[src/rtl/gate_boy_pkg.sv]
// gate_boy_pkg: shared widths, ALU opcode encoding, flag bit positions and
// FSM state types for the SM83 ALU path.
package gate_boy_pkg;

  localparam int DATA_WIDTH   = 8;
  localparam int OPCODE_WIDTH = 4;
  localparam int FLAG_WIDTH   = 4;

  // flags_out = {Z,N,H,C}
  localparam int FLAG_Z = 3;
  localparam int FLAG_N = 2;
  localparam int FLAG_H = 1;
  localparam int FLAG_C = 0;

  typedef enum logic [OPCODE_WIDTH-1:0] {
    ALU_ADD = 4'd0,
    ALU_ADC = 4'd1,
    ALU_SUB = 4'd2,
    ALU_SBC = 4'd3,
    ALU_AND = 4'd4,
    ALU_XOR = 4'd5,
    ALU_OR  = 4'd6,
    ALU_CP  = 4'd7
  } alu_op_t;

  typedef enum logic [1:0] {
    IDLE = 2'd0,
    LO   = 2'd1,
    HI   = 2'd2,
    DONE = 2'd3
  } sbc_state_t;

  // Opcodes the subtract unit produces a result for.
  function automatic logic is_sub_op(input alu_op_t op);
    return (op == ALU_SUB) || (op == ALU_SBC) || (op == ALU_CP);
  endfunction

endpackage

[src/rtl/sbc_nibble_sub.sv]
// nibble_sub: combinational 4-bit subtractor, diff = a - b - bin.
//   a, b  : nibble operands
//   bin   : borrow in
//   diff  : 4-bit difference (mod 16)
//   bout  : borrow out of bit 3
module nibble_sub (
  input  logic [3:0] a,
  input  logic [3:0] b,
  input  logic       bin,
  output logic [3:0] diff,
  output logic       bout
);

  // Extending to 5 bits makes the MSB the borrow: it is set exactly when
  // a - b - bin goes negative.
  assign {bout, diff} = {1'b0, a} - {1'b0, b} - {4'b0, bin};

endmodule

[src/rtl/sbc.sv]
// sbc: nibble-serial SUB/SBC/CP unit. Operands launch on a phi rising edge
// (seen in the clk domain); low nibble is computed, then high nibble through
// one shared 4-bit subtractor; result and flags register 3 clk after launch.
//   clk, rst     : 4 MHz clock, synchronous active-high reset
//   phi          : M-cycle phase (2 clk high, 2 clk low)
//   op_valid     : qualifies operands/opcode at a phi rise
//   operand_A/B  : minuend / subtrahend
//   carry_in     : C flag, used by SBC only
//   opcode       : alu_op_t encoding
//   result       : registered 8-bit result (A for CP)
//   flags_out    : registered {Z,N,H,C}
//   result_valid : one-clk pulse when result/flags_out update
//   busy         : high while an operation is in flight
module sbc
  import gate_boy_pkg::*;
(
  input  logic                    clk,
  input  logic                    rst,
  input  logic                    phi,
  input  logic                    op_valid,
  input  logic [DATA_WIDTH-1:0]   operand_A,
  input  logic [DATA_WIDTH-1:0]   operand_B,
  input  logic                    carry_in,
  input  logic [OPCODE_WIDTH-1:0] opcode,
  output logic [DATA_WIDTH-1:0]   result,
  output logic [FLAG_WIDTH-1:0]   flags_out,
  output logic                    result_valid,
  output logic                    busy
);

  sbc_state_t            state;
  logic                  phi_q;
  logic [DATA_WIDTH-1:0] a_q, b_q;
  logic                  cin_q;
  alu_op_t               op_q;
  logic [3:0]            lo_q, hi_q;
  logic                  hb_q, c_q;

  logic                  launch;
  logic [3:0]            ns_a, ns_b, ns_diff;
  logic                  ns_bin, ns_bout;

  // phi_q resets high so a phi already high at reset release is not a rise.
  assign launch = phi & ~phi_q & op_valid & (state == IDLE);
  assign busy   = (state != IDLE);

  // Shared subtractor: low nibble with cin in LO, high nibble with the
  // stored half-borrow otherwise (only meaningful in HI).
  always_comb begin
    ns_a   = a_q[3:0];
    ns_b   = b_q[3:0];
    ns_bin = cin_q;
    if (state == HI) begin
      ns_a   = a_q[7:4];
      ns_b   = b_q[7:4];
      ns_bin = hb_q;
    end
  end

  nibble_sub u_nibble_sub (
    .a    (ns_a),
    .b    (ns_b),
    .bin  (ns_bin),
    .diff (ns_diff),
    .bout (ns_bout)
  );

  always_ff @(posedge clk) begin
    if (rst) begin
      state        <= IDLE;
      phi_q        <= 1'b1;
      result       <= '0;
      flags_out    <= '0;
      result_valid <= 1'b0;
      a_q          <= '0;
      b_q          <= '0;
      cin_q        <= 1'b0;
      op_q         <= ALU_ADD;
      lo_q         <= '0;
      hi_q         <= '0;
      hb_q         <= 1'b0;
      c_q          <= 1'b0;
    end else begin
      phi_q        <= phi;
      result_valid <= 1'b0;
      case (state)
        IDLE: begin
          if (launch) begin
            a_q   <= operand_A;
            b_q   <= operand_B;
            cin_q <= (opcode == ALU_SBC) ? carry_in : 1'b0;
            op_q  <= alu_op_t'(opcode);
            state <= LO;
          end
        end
        LO: begin
          lo_q  <= ns_diff;
          hb_q  <= ns_bout;
          state <= HI;
        end
        HI: begin
          hi_q  <= ns_diff;
          c_q   <= ns_bout;
          state <= DONE;
        end
        DONE: begin
          // Unsupported opcodes fall through silently, outputs untouched.
          if (is_sub_op(op_q)) begin
            result            <= (op_q == ALU_CP) ? a_q : {hi_q, lo_q};
            flags_out[FLAG_Z] <= ({hi_q, lo_q} == 8'h00);
            flags_out[FLAG_N] <= 1'b1;
            flags_out[FLAG_H] <= hb_q;
            flags_out[FLAG_C] <= c_q;
            result_valid      <= 1'b1;
          end
          state <= IDLE;
        end
        default: state <= IDLE;
      endcase
    end
  end

endmodule

[config.mk]
export PLATFORM = sky130hd
export DESIGN_NAME = sbc
export DESIGN_NICKNAME = d
export VERILOG_FILES = /design/src/rtl/gate_boy_pkg.sv /design/src/rtl/sbc_nibble_sub.sv /design/src/rtl/sbc.sv
export SDC_FILE = /design/constraint.sdc
export NUM_CORES = 1
export LEC_CHECK = 0
export BUFFER_PORTS_ARGS = -buffer_cell sky130_fd_sc_hd__buf_2
export CORE_MARGIN = 4
export CORE_UTILIZATION = 45
export DETAILED_ROUTE_END_ITERATION = 6
export PLACE_DENSITY = 0.72
export SKIP_CTS_REPAIR_TIMING = 1
export SLEW_MARGIN = 20
export SYNTH_ARGS = -nofsm -noshare
export SYNTH_HDL_FRONTEND = slang
export SYNTH_SLANG_ARGS = --single-unit
[constraint.sdc]
create_clock -name clk -period 4.9 [get_ports clk]
set_clock_uncertainty 0.2 [all_clocks]
set_input_delay 0.245 -clock clk [delete_from_list [all_inputs] [get_ports clk]]
set_output_delay 0.245 -clock clk [all_outputs]
set_load 0.1 [all_outputs]
==> flow_summary.ini, run 1 <==
[run_status]
outcome = finished with violations
failed_checks = negative hold slack

[cells_and_area]
n_antenna_cell = 0
drive_gt1_share_pct = 17.7
final_cell_mix = dfxtp_1 (47), nand2_1 (42), buf_2 (38), a21oi_1 (34), dlygate4sd3_1 (16)
layout_commonest_cell = dfxtp_1
synthToLayoutAreaGrowth_pct = 21.8
final_nets = 323
fill_cells = 437

[yosys]
syn_area_um2 = 2110
mappedNetlistNets = 278
synth_warnings = 0
yosys.area_share.simple_pct = 17.4
ys_ff_latch = 47
synth_top_cell_by_area = dfxtp_1
synth-compound-area-share_pct = 18.9
synth_top_family_by_area = compound AO/OA/AOI/OAI gates
synthAdderAreaFrac_pct = 7.22
syn_area_per_cell_um2 = 8.74
synthXorXnorAreaFrac_pct = 0.414
ys_seq_area_share_pct = 44.5
synthMuxAreaShare_pct = 6.39
synth_cell_types = 37
ys_top_cells_by_area = dfxtp_1 (44%), a21oi_1 (8.0%), nand2_1 (7.5%), ha_1 (5.3%), mux2i_1 (4.3%)
synth_top_area_share_pct = 44.5
syn_inst = 242

[worst_setup_path]
cp_max_fo = 17
worstPathRequired_ns = 4.91
arrival_ns = 3.24
r2r-start = state[0]
worst-setup-path-type = flip-flop to flip-flop
r2r_slack_ns = 1.67
startpoint = state[0]
worst_setup_path_end_kind = flip-flop
start_kind = flip-flop

[global_route]
grt_pass1_wl_um = 7350
grt_max_degree = 48
grt_use_total_pct = 15.4
grt_pass1_vias = 1619
grt_antenna_before_repair = 0
grt_overflow = 0

[cts]
clockRootBuffer = clkbuf_8
htree_levels = 2
clk_pin_slew_ns = 0.09
clockBufferDepth = 2
cts_tree = yes
numCtsBuffers = 5
clk_latency_ns = 0.30
clock-sinks = 47

[floorplanning]
floorplan.initialDensity_pct = 47.6
rows = 24
die_x_um = 76.6
io-pin-count = 39
coreArea_um2 = 4440
dieArea_um2 = 5860
die_h_um = 76.6

[placed_design]
hpwl_um = 3200
port_buffers = 38
gp_congestion = 0.832

[detailed_routing]
post_drt_via_cell_ratio = 5.26
wl_um = 4620
dr_total_vias = 1789
drc = 0
drtIter0Drc = 109
wl_per_cell_um = 13.6
postRouteAntennaNets = 0
drt_pass1_iterations = 4

[sta]
rsz0062_at_grt = false
maxSlewHeadroom_pct = 43.5
max_freq_mhz = 309
drv_slew = 0
max_slew.worst_pin.slew_ns = 0.843
timing.final.crit_period_ns = 3.23
final-hold-violation-count = 4
fin_tns_setup_ns = 0
setup_viol = 0
hold_slack_ns = -0.0154
fin_crit_sh_pct = 66.0

[power]
peakVddDrop_uv = 200
p_leak_nw = 0.994
finalPower_mw = 0.963
power.density_nw_per_um2 = 374

[worst_hold_path]
hp-start = operand_B[4]
hp-class = input pin to flip-flop

[job]
cap_violations = 0
-- cells in the mapped netlist --
library cell / number
a311oi_1: 3
o41ai_1: 1
nand4_1: 1
a31oi_1: 1
nand4b_1: 1
nand3_1: 4
a21oi_1: 34
and4b_1: 2
xnor2_1: 1
or3_1: 1
mux2_2: 4
fa_1: 2
o22ai_1: 8
dfxtp_1: 47
ha_1: 9
o21ai_0: 5
mux2i_1: 9
nand2b_1: 2
a211oi_1: 11
nor3_1: 2
and2_1: 1
nor4_1: 2
clkbuf_1: 6
a21boi_1: 1
a21boi_0: 1
and2b_1: 1
and3_1: 1
buf_2: 10
inv_1: 10
or2_2: 1
o21a_1: 2
nor2_1: 9
and3b_1: 1
nor4bb_1: 1
nor2b_1: 2
nand3b_1: 3
nand2_1: 42
-- final timing paths --
kind	end	depth (start not counted)
setup / recovery	hb_q	9
hold / removal	b_q[4]	3
hold reg to reg	b_q[6]	2
setup reg to reg	hb_q	9
-- cell families after synthesis --
kind of cell,count (synthesis)
AND/OR/NAND/NOR,77
buffers and inverters,26
multiplexers,13
flip-flops,47
adder cells (fa/ha/maj),11
XOR/XNOR,1
AO/OA/AOI/OAI,67
-- flip-flops by register name, summed over array words and instances, names as in the netlist, 2 cells and up --
register	count
a_q	8
flags_out	4
state	2
lo_q	4
result	8
hi_q	4
b_q	8
op_q	4
-- layout make-up --
cell class	count	area [µm²]	area share, %
multi-input combinational	169	1060	41.3
clock buffer	6	82.6	3.21
timing repair buffer	54	350	13.6
clock inverter	2	35.0	1.36
tap	52	65.1	2.53
inverter	10	37.5	1.46
sequential	47	941	36.5
-- report_power, final --
group | internal [mW] | switching, mW
logic | 0.0909 | 0.149
clock network | 0.165 | 0.128
registers | 0.409 | 0.0215
-- per-stage QoR --
stage               setup WS, ns  std cells  area [µm²]  hold WS (ns)  utilization, %
floorplan                   2.17        242        2110         0.152               -
global placement            1.77        316        2300         0.245            51.7
detailed placement          1.68        316        2300         0.245            51.7
CTS                         1.65        324        2410       -0.0307            54.3
global route                1.51        340        2570       0.00245            57.9
finish                      1.67        340        2570       -0.0154            57.9
-- metal layers --
metal | GRT usage [%] | wire (µm) | up-vias
met5 | 0 | 0 | -
li1 | - | - | 945
met2 | 23.9 | 2080 | 33
met1 | 20.7 | 2290 | 804
met3 | 3.07 | 171 | 7
met4 | 7.07 | 77 | 0
-- worst max-delay path, cell delays in order (launching register included) --
cell	delay [ns]
dfxtp_1	0.33
inv_1	0.12
ha_1	0.68
mux2_2	0.42
ha_1	0.27
inv_1	0.04
ha_1	0.34
a21boi_1	0.15
or3_1	0.33
a311oi_1	0.27
Power figures use the tool's default switching activity.
==> run 2: changes to the inputs <==
--- a/config.mk
+++ b/config.mk
@@ -9,7 +9,7 @@
 export CORE_MARGIN = 4
 export CORE_UTILIZATION = 45
 export DETAILED_ROUTE_END_ITERATION = 6
-export PLACE_DENSITY = 0.72
+export PLACE_DENSITY = 0.74
 export SKIP_CTS_REPAIR_TIMING = 1
 export SLEW_MARGIN = 20
 export SYNTH_ARGS = -nofsm -noshare
==> constraint.sdc (replaced) <==
create_clock -name clk -period 2.61 [get_ports clk]
set_clock_uncertainty 0.2 [all_clocks]
set_input_delay 0.1305 -clock clk [delete_from_list [all_inputs] [get_ports clk]]
set_output_delay 0.1305 -clock clk [all_outputs]
set_load 0.1 [all_outputs]
==> flow_summary.ini, run 2 (synthesis gave the netlist of run 1 again) <==
[run_status]
outcome = finished, final reports clean

[worst_setup_path]
worst_setup_path_end_kind = flip-flop
r2r.worst_path.cells = 9
start_kind = flip-flop
arrival_ns = 2.58
worst-setup-path-type = flip-flop to flip-flop
worstPathRequired_ns = 2.63
cp_max_fo = 4

[cts]
cts_tree = yes
htree_levels = 2
clock-sinks = 47
clockRootBuffer = clkbuf_8
clockBufferDepth = 2
clk_pin_slew_ns = 0.09
numCtsBuffers = 5
clk_latency_ns = 0.30

[cells_and_area]
layout_commonest_cell = dfxtp_1
final_nets = 338
fill_cells = 390
n_antenna_cell = 0
post-route-util_pct = 62.8
reg.largest.list = a_q (8), b_q (8), result (8)
final_cell_mix = dfxtp_1 (46), nand2_1 (42), buf_2 (38), a21oi_1 (34), dlygate4sd3_1 (21)
fin_cells = 355
synthToLayoutAreaGrowth_pct = 32.0
drive_gt1_share_pct = 24.4
final_cell_area_um2 = 2790

[power]
p_switching_mw = 0.620
switching_share_pct = 31.8
power.density_nw_per_um2 = 698
pwr-share-comb_pct = 29.4
p_leak_nw = 1.08
p_int_mw = 1.33
finalPower_mw = 1.95
peakVddDrop_uv = 388
p_seq_share_pct = 42.1
p_clk_share_pct = 28.5

[detailed_routing]
drtIter0Drc = 155
wl_um = 4980
drc = 0
dr_total_vias = 1919
drt_pass1_iterations = 4
post_drt_via_cell_ratio = 5.41
wl_per_cell_um = 14.0
postRouteAntennaNets = 0

[sta]
max_freq_mhz = 392
fin_crit_sh_pct = 97.8
drv_slew = 0
fin_tns_setup_ns = 0
maxSlewHeadroom_pct = 57.1
setup_viol = 0
worst_slack_ns = 0.0569
hold_slack_ns = 0.0151
timing.final.crit_period_ns = 2.55
final-hold-violation-count = 0
max_slew.worst_pin.slew_ns = 0.643

[floorplanning]
die_h_um = 76.6
floorplan.initialDensity_pct = 47.6
io-pin-count = 39
rows = 24
coreArea_um2 = 4440
dieArea_um2 = 5860
die_x_um = 76.6

[global_route]
grt_use_total_pct = 16.1
grt_pass1_vias = 1705
grt_antenna_before_repair = 0
grt_max_degree = 33
grt_overflow = 0
grt_pass1_wl_um = 7690

[placed_design]
gp_congestion = 0.920
post_dp_cell_area_um2 = 2360
post-place-ws_ns = -0.0312
dp_cells = 324
hpwl_um = 3440
port_buffers = 38

[worst_hold_path]
whs_path_depth = 3
hp-class = input pin to flip-flop

[job]
cap_violations = 0
==> run 2: path summary, 6_finish.rpt <==
check,slack [ns],startpoint,endpoint
worst max-delay path,0.06,state[0],hb_q
worst min-delay path,0.02,op_valid,state[0]
worst max register to register,0.06,state[0],hb_q
worst min register to register,0.26,b_q[3],b_q[3]
==> run 2: area by class of cell <==
| class | count | area, µm² | share of cell area (%) |
|---|---|---|---|
| Multi-Input combinational cell | 169 | 1140 | 40.9 |
| Sequential cell | 47 | 942 | 33.8 |
| Inverter | 10 | 40.0 | 1.43 |
| Clock buffer | 6 | 82.6 | 2.96 |
| Tap cell | 52 | 65.1 | 2.33 |
| Clock inverter | 2 | 35.0 | 1.26 |
| Timing Repair Buffer | 69 | 483 | 17.3 |
==> run 2: critical path, cell delays in order, from the launching register on <==
cell and delay, ns:
dfxtp_2 0.38, inv_4 0.05, ha_4 0.18, mux2_4 0.30, ha_1 0.28, inv_1 0.04
ha_1 0.30, a21boi_2 0.17, or3_4 0.35, a311oi_2 0.23
==> run 2: routing by layer <==
metal / part of all wire (%) / vias to the layer above / global-route usage, %
li1: - / 969 / -
met4: 2.1 / 0 / 6.52
met1: 48 / 897 / 21.1
met5: 0 / - / 0
met2: 46 / 46 / 25.4
met3: 4.3 / 7 / 3.78
==> run 2: power groups by stage <==
stage,clock (mW),sequential (mW),combinational (mW)
detailed placement,0,0.827,0.466
global placement,0,0.825,0.455
finish,0.556,0.820,0.572
CTS,0.559,0.810,0.468
global route,0.589,0.827,0.619
floorplan,0,0.816,0.363
==> run 3: changes to the inputs <==
--- a/config.mk
+++ b/config.mk
@@ -5,7 +5,7 @@
 export SDC_FILE = /design/constraint.sdc
 export NUM_CORES = 1
 export LEC_CHECK = 0
-export BUFFER_PORTS_ARGS = -buffer_cell sky130_fd_sc_hd__buf_2
+export BUFFER_PORTS_ARGS = -buffer_cell sky130_fd_sc_hd__buf_4
 export CORE_MARGIN = 4
 export CORE_UTILIZATION = 45
 export DETAILED_ROUTE_END_ITERATION = 6
==> flow_summary.ini, run 3 (synthesis gave the netlist of run 1 again) <==
[run_status]
outcome = finished, final reports clean

[sta]
fin_crit_sh_pct = 98.6
setup_viol = 0
max_freq_mhz = 388
hold_slack_ns = 0.0303
final-hold-violation-count = 0
max_slew.worst_pin.slew_ns = 0.654
fin_tns_setup_ns = 0
timing.final.crit_period_ns = 2.57
drv_slew = 0
maxSlewHeadroom_pct = 56.4
rsz0062_at_grt = true

[worst_setup_path]
arrival_ns = 2.59
startpoint = state[0]
path_delay_family = adder cells
crit_buf_inv = 3
worstPathCellList = inv_2 -> ha_4 -> buf_4 -> mux2_2 -> ha_1 -> inv_1 -> ha_1 -> a21boi_2 -> or3_4 -> a311oi_1
crit_slowest_cell = dfxtp_2
cpPeakStageDelay_ns = 0.35
worst_setup_path_end_kind = flip-flop
r2r-start = state[0]
worstPathRequired_ns = 2.63
critPathMostFrequentCell = ha_1
cp_max_fo = 5
worst-setup-path-type = flip-flop to flip-flop
r2r_slack_ns = 0.04
start_kind = flip-flop

[placed_design]
hpwl_um = 3280
post_dp_cell_area_um2 = 2470
port_buffers = 38
gp_congestion = 0.858

[cts]
clk_latency_ns = 0.30
clockBufferDepth = 2
clockRootBuffer = clkbuf_8
numCtsBuffers = 5
cts_tree = yes
clock-sinks = 47
htree_levels = 2
clk_pin_slew_ns = 0.09

[cells_and_area]
drive_gt1_share_pct = 23.5
synthToLayoutAreaGrowth_pct = 35.3
final_nets = 337
final_cell_area_um2 = 2860
fill_cells = 376
final_cell_mix = buf_4 (47), dfxtp_1 (46), nand2_1 (42), a21oi_1 (34), dlygate4sd3_1 (21)
n_antenna_cell = 0
ff_latch_area_um2 = 942
post-route-util_pct = 64.4
multi_input_area_um2 = 1120
layout_commonest_cell = buf_4
reg.largest.list = a_q (8), b_q (8), result (8)

[global_route]
grt_pass1_vias = 1653
grt_pass1_wl_um = 7850
grt_antenna_before_repair = 0
grtUsageMet2_pct = 24.5
use_met3_pct = 3.43
grt_use_total_pct = 16.5
grt_max_degree = 48
gr-usage-met1_pct = 23.0
grt_overflow = 0
grt.busiest_layer = met2

[detailed_routing]
drc = 0
drt_pass1_iterations = 4
dr_total_vias = 1928
wl_um = 4990
wl_per_cell_um = 14.1
postRouteAntennaNets = 0
drtIter0Drc = 102
post_drt_via_cell_ratio = 5.45

[floorplanning]
die_h_um = 76.6
floorplan.initialDensity_pct = 47.6
die_x_um = 76.6
rows = 24
coreArea_um2 = 4440
io-pin-count = 39
dieArea_um2 = 5860

[power]
p_leak_nw = 1.09
peakVddDrop_uv = 435
finalPower_mw = 1.99
power.density_nw_per_um2 = 696

[worst_hold_path]
hp-class = input pin to flip-flop
hp-start = op_valid

[job]
cap_violations = 0
run 3: final timing paths:
check	endpoint	depth (start not counted)
hold / removal	state[0]	3
hold reg to reg	b_q[5]	2
setup reg to reg	hb_q	10
setup / recovery	hb_q	10
run 3: layer usage:
metal | routed length [µm] | part of all wire, %
met1 | 2290 | 46
met2 | 2320 | 47
met3 | 265 | 5.3
met4 | 114 | 2.3
met5 | 0 | 0
run 3: through the flow:
| step | cells | setup WS [ns] |
|---|---|---|
| after global routing | 354 | -0.0316 |
| after detailed placement | 325 | 0.00531 |
| after CTS | 333 | -0.0506 |
| after floorplan | 242 | 0.0185 |
| after global placement | 325 | 0.0604 |
| final | 354 | 0.0353 |
run 3: cell type report:
cell class / count / area share, %
clock buffers: 6 / 2.54
clock inverters: 2 / 2.10
inverters: 10 / 1.31
multi-input cells: 169 / 39.2
flip-flops and latches: 47 / 32.9
well taps: 52 / 2.27
repair buffers: 68 / 19.7
run 3: worst reg2reg max path, delay by kind of cell, from the launching register on:
family / cells / cell delay, ns
fa+ha+maj: 3 / 0.61
flops: 1 / 0.35
compound gates: 2 / 0.41
simple gates: 1 / 0.33
mux: 1 / 0.34
buf+inv: 3 / 0.27
run 3: power breakdown:
group          switching (mW)  leakage [nW]  total [mW]  internal [mW]
clock network           0.240        0.0654       0.622          0.383
registers              0.0455         0.380       0.814          0.769
logic                   0.311         0.646       0.554          0.243
total                   0.596          1.09        1.99           1.39
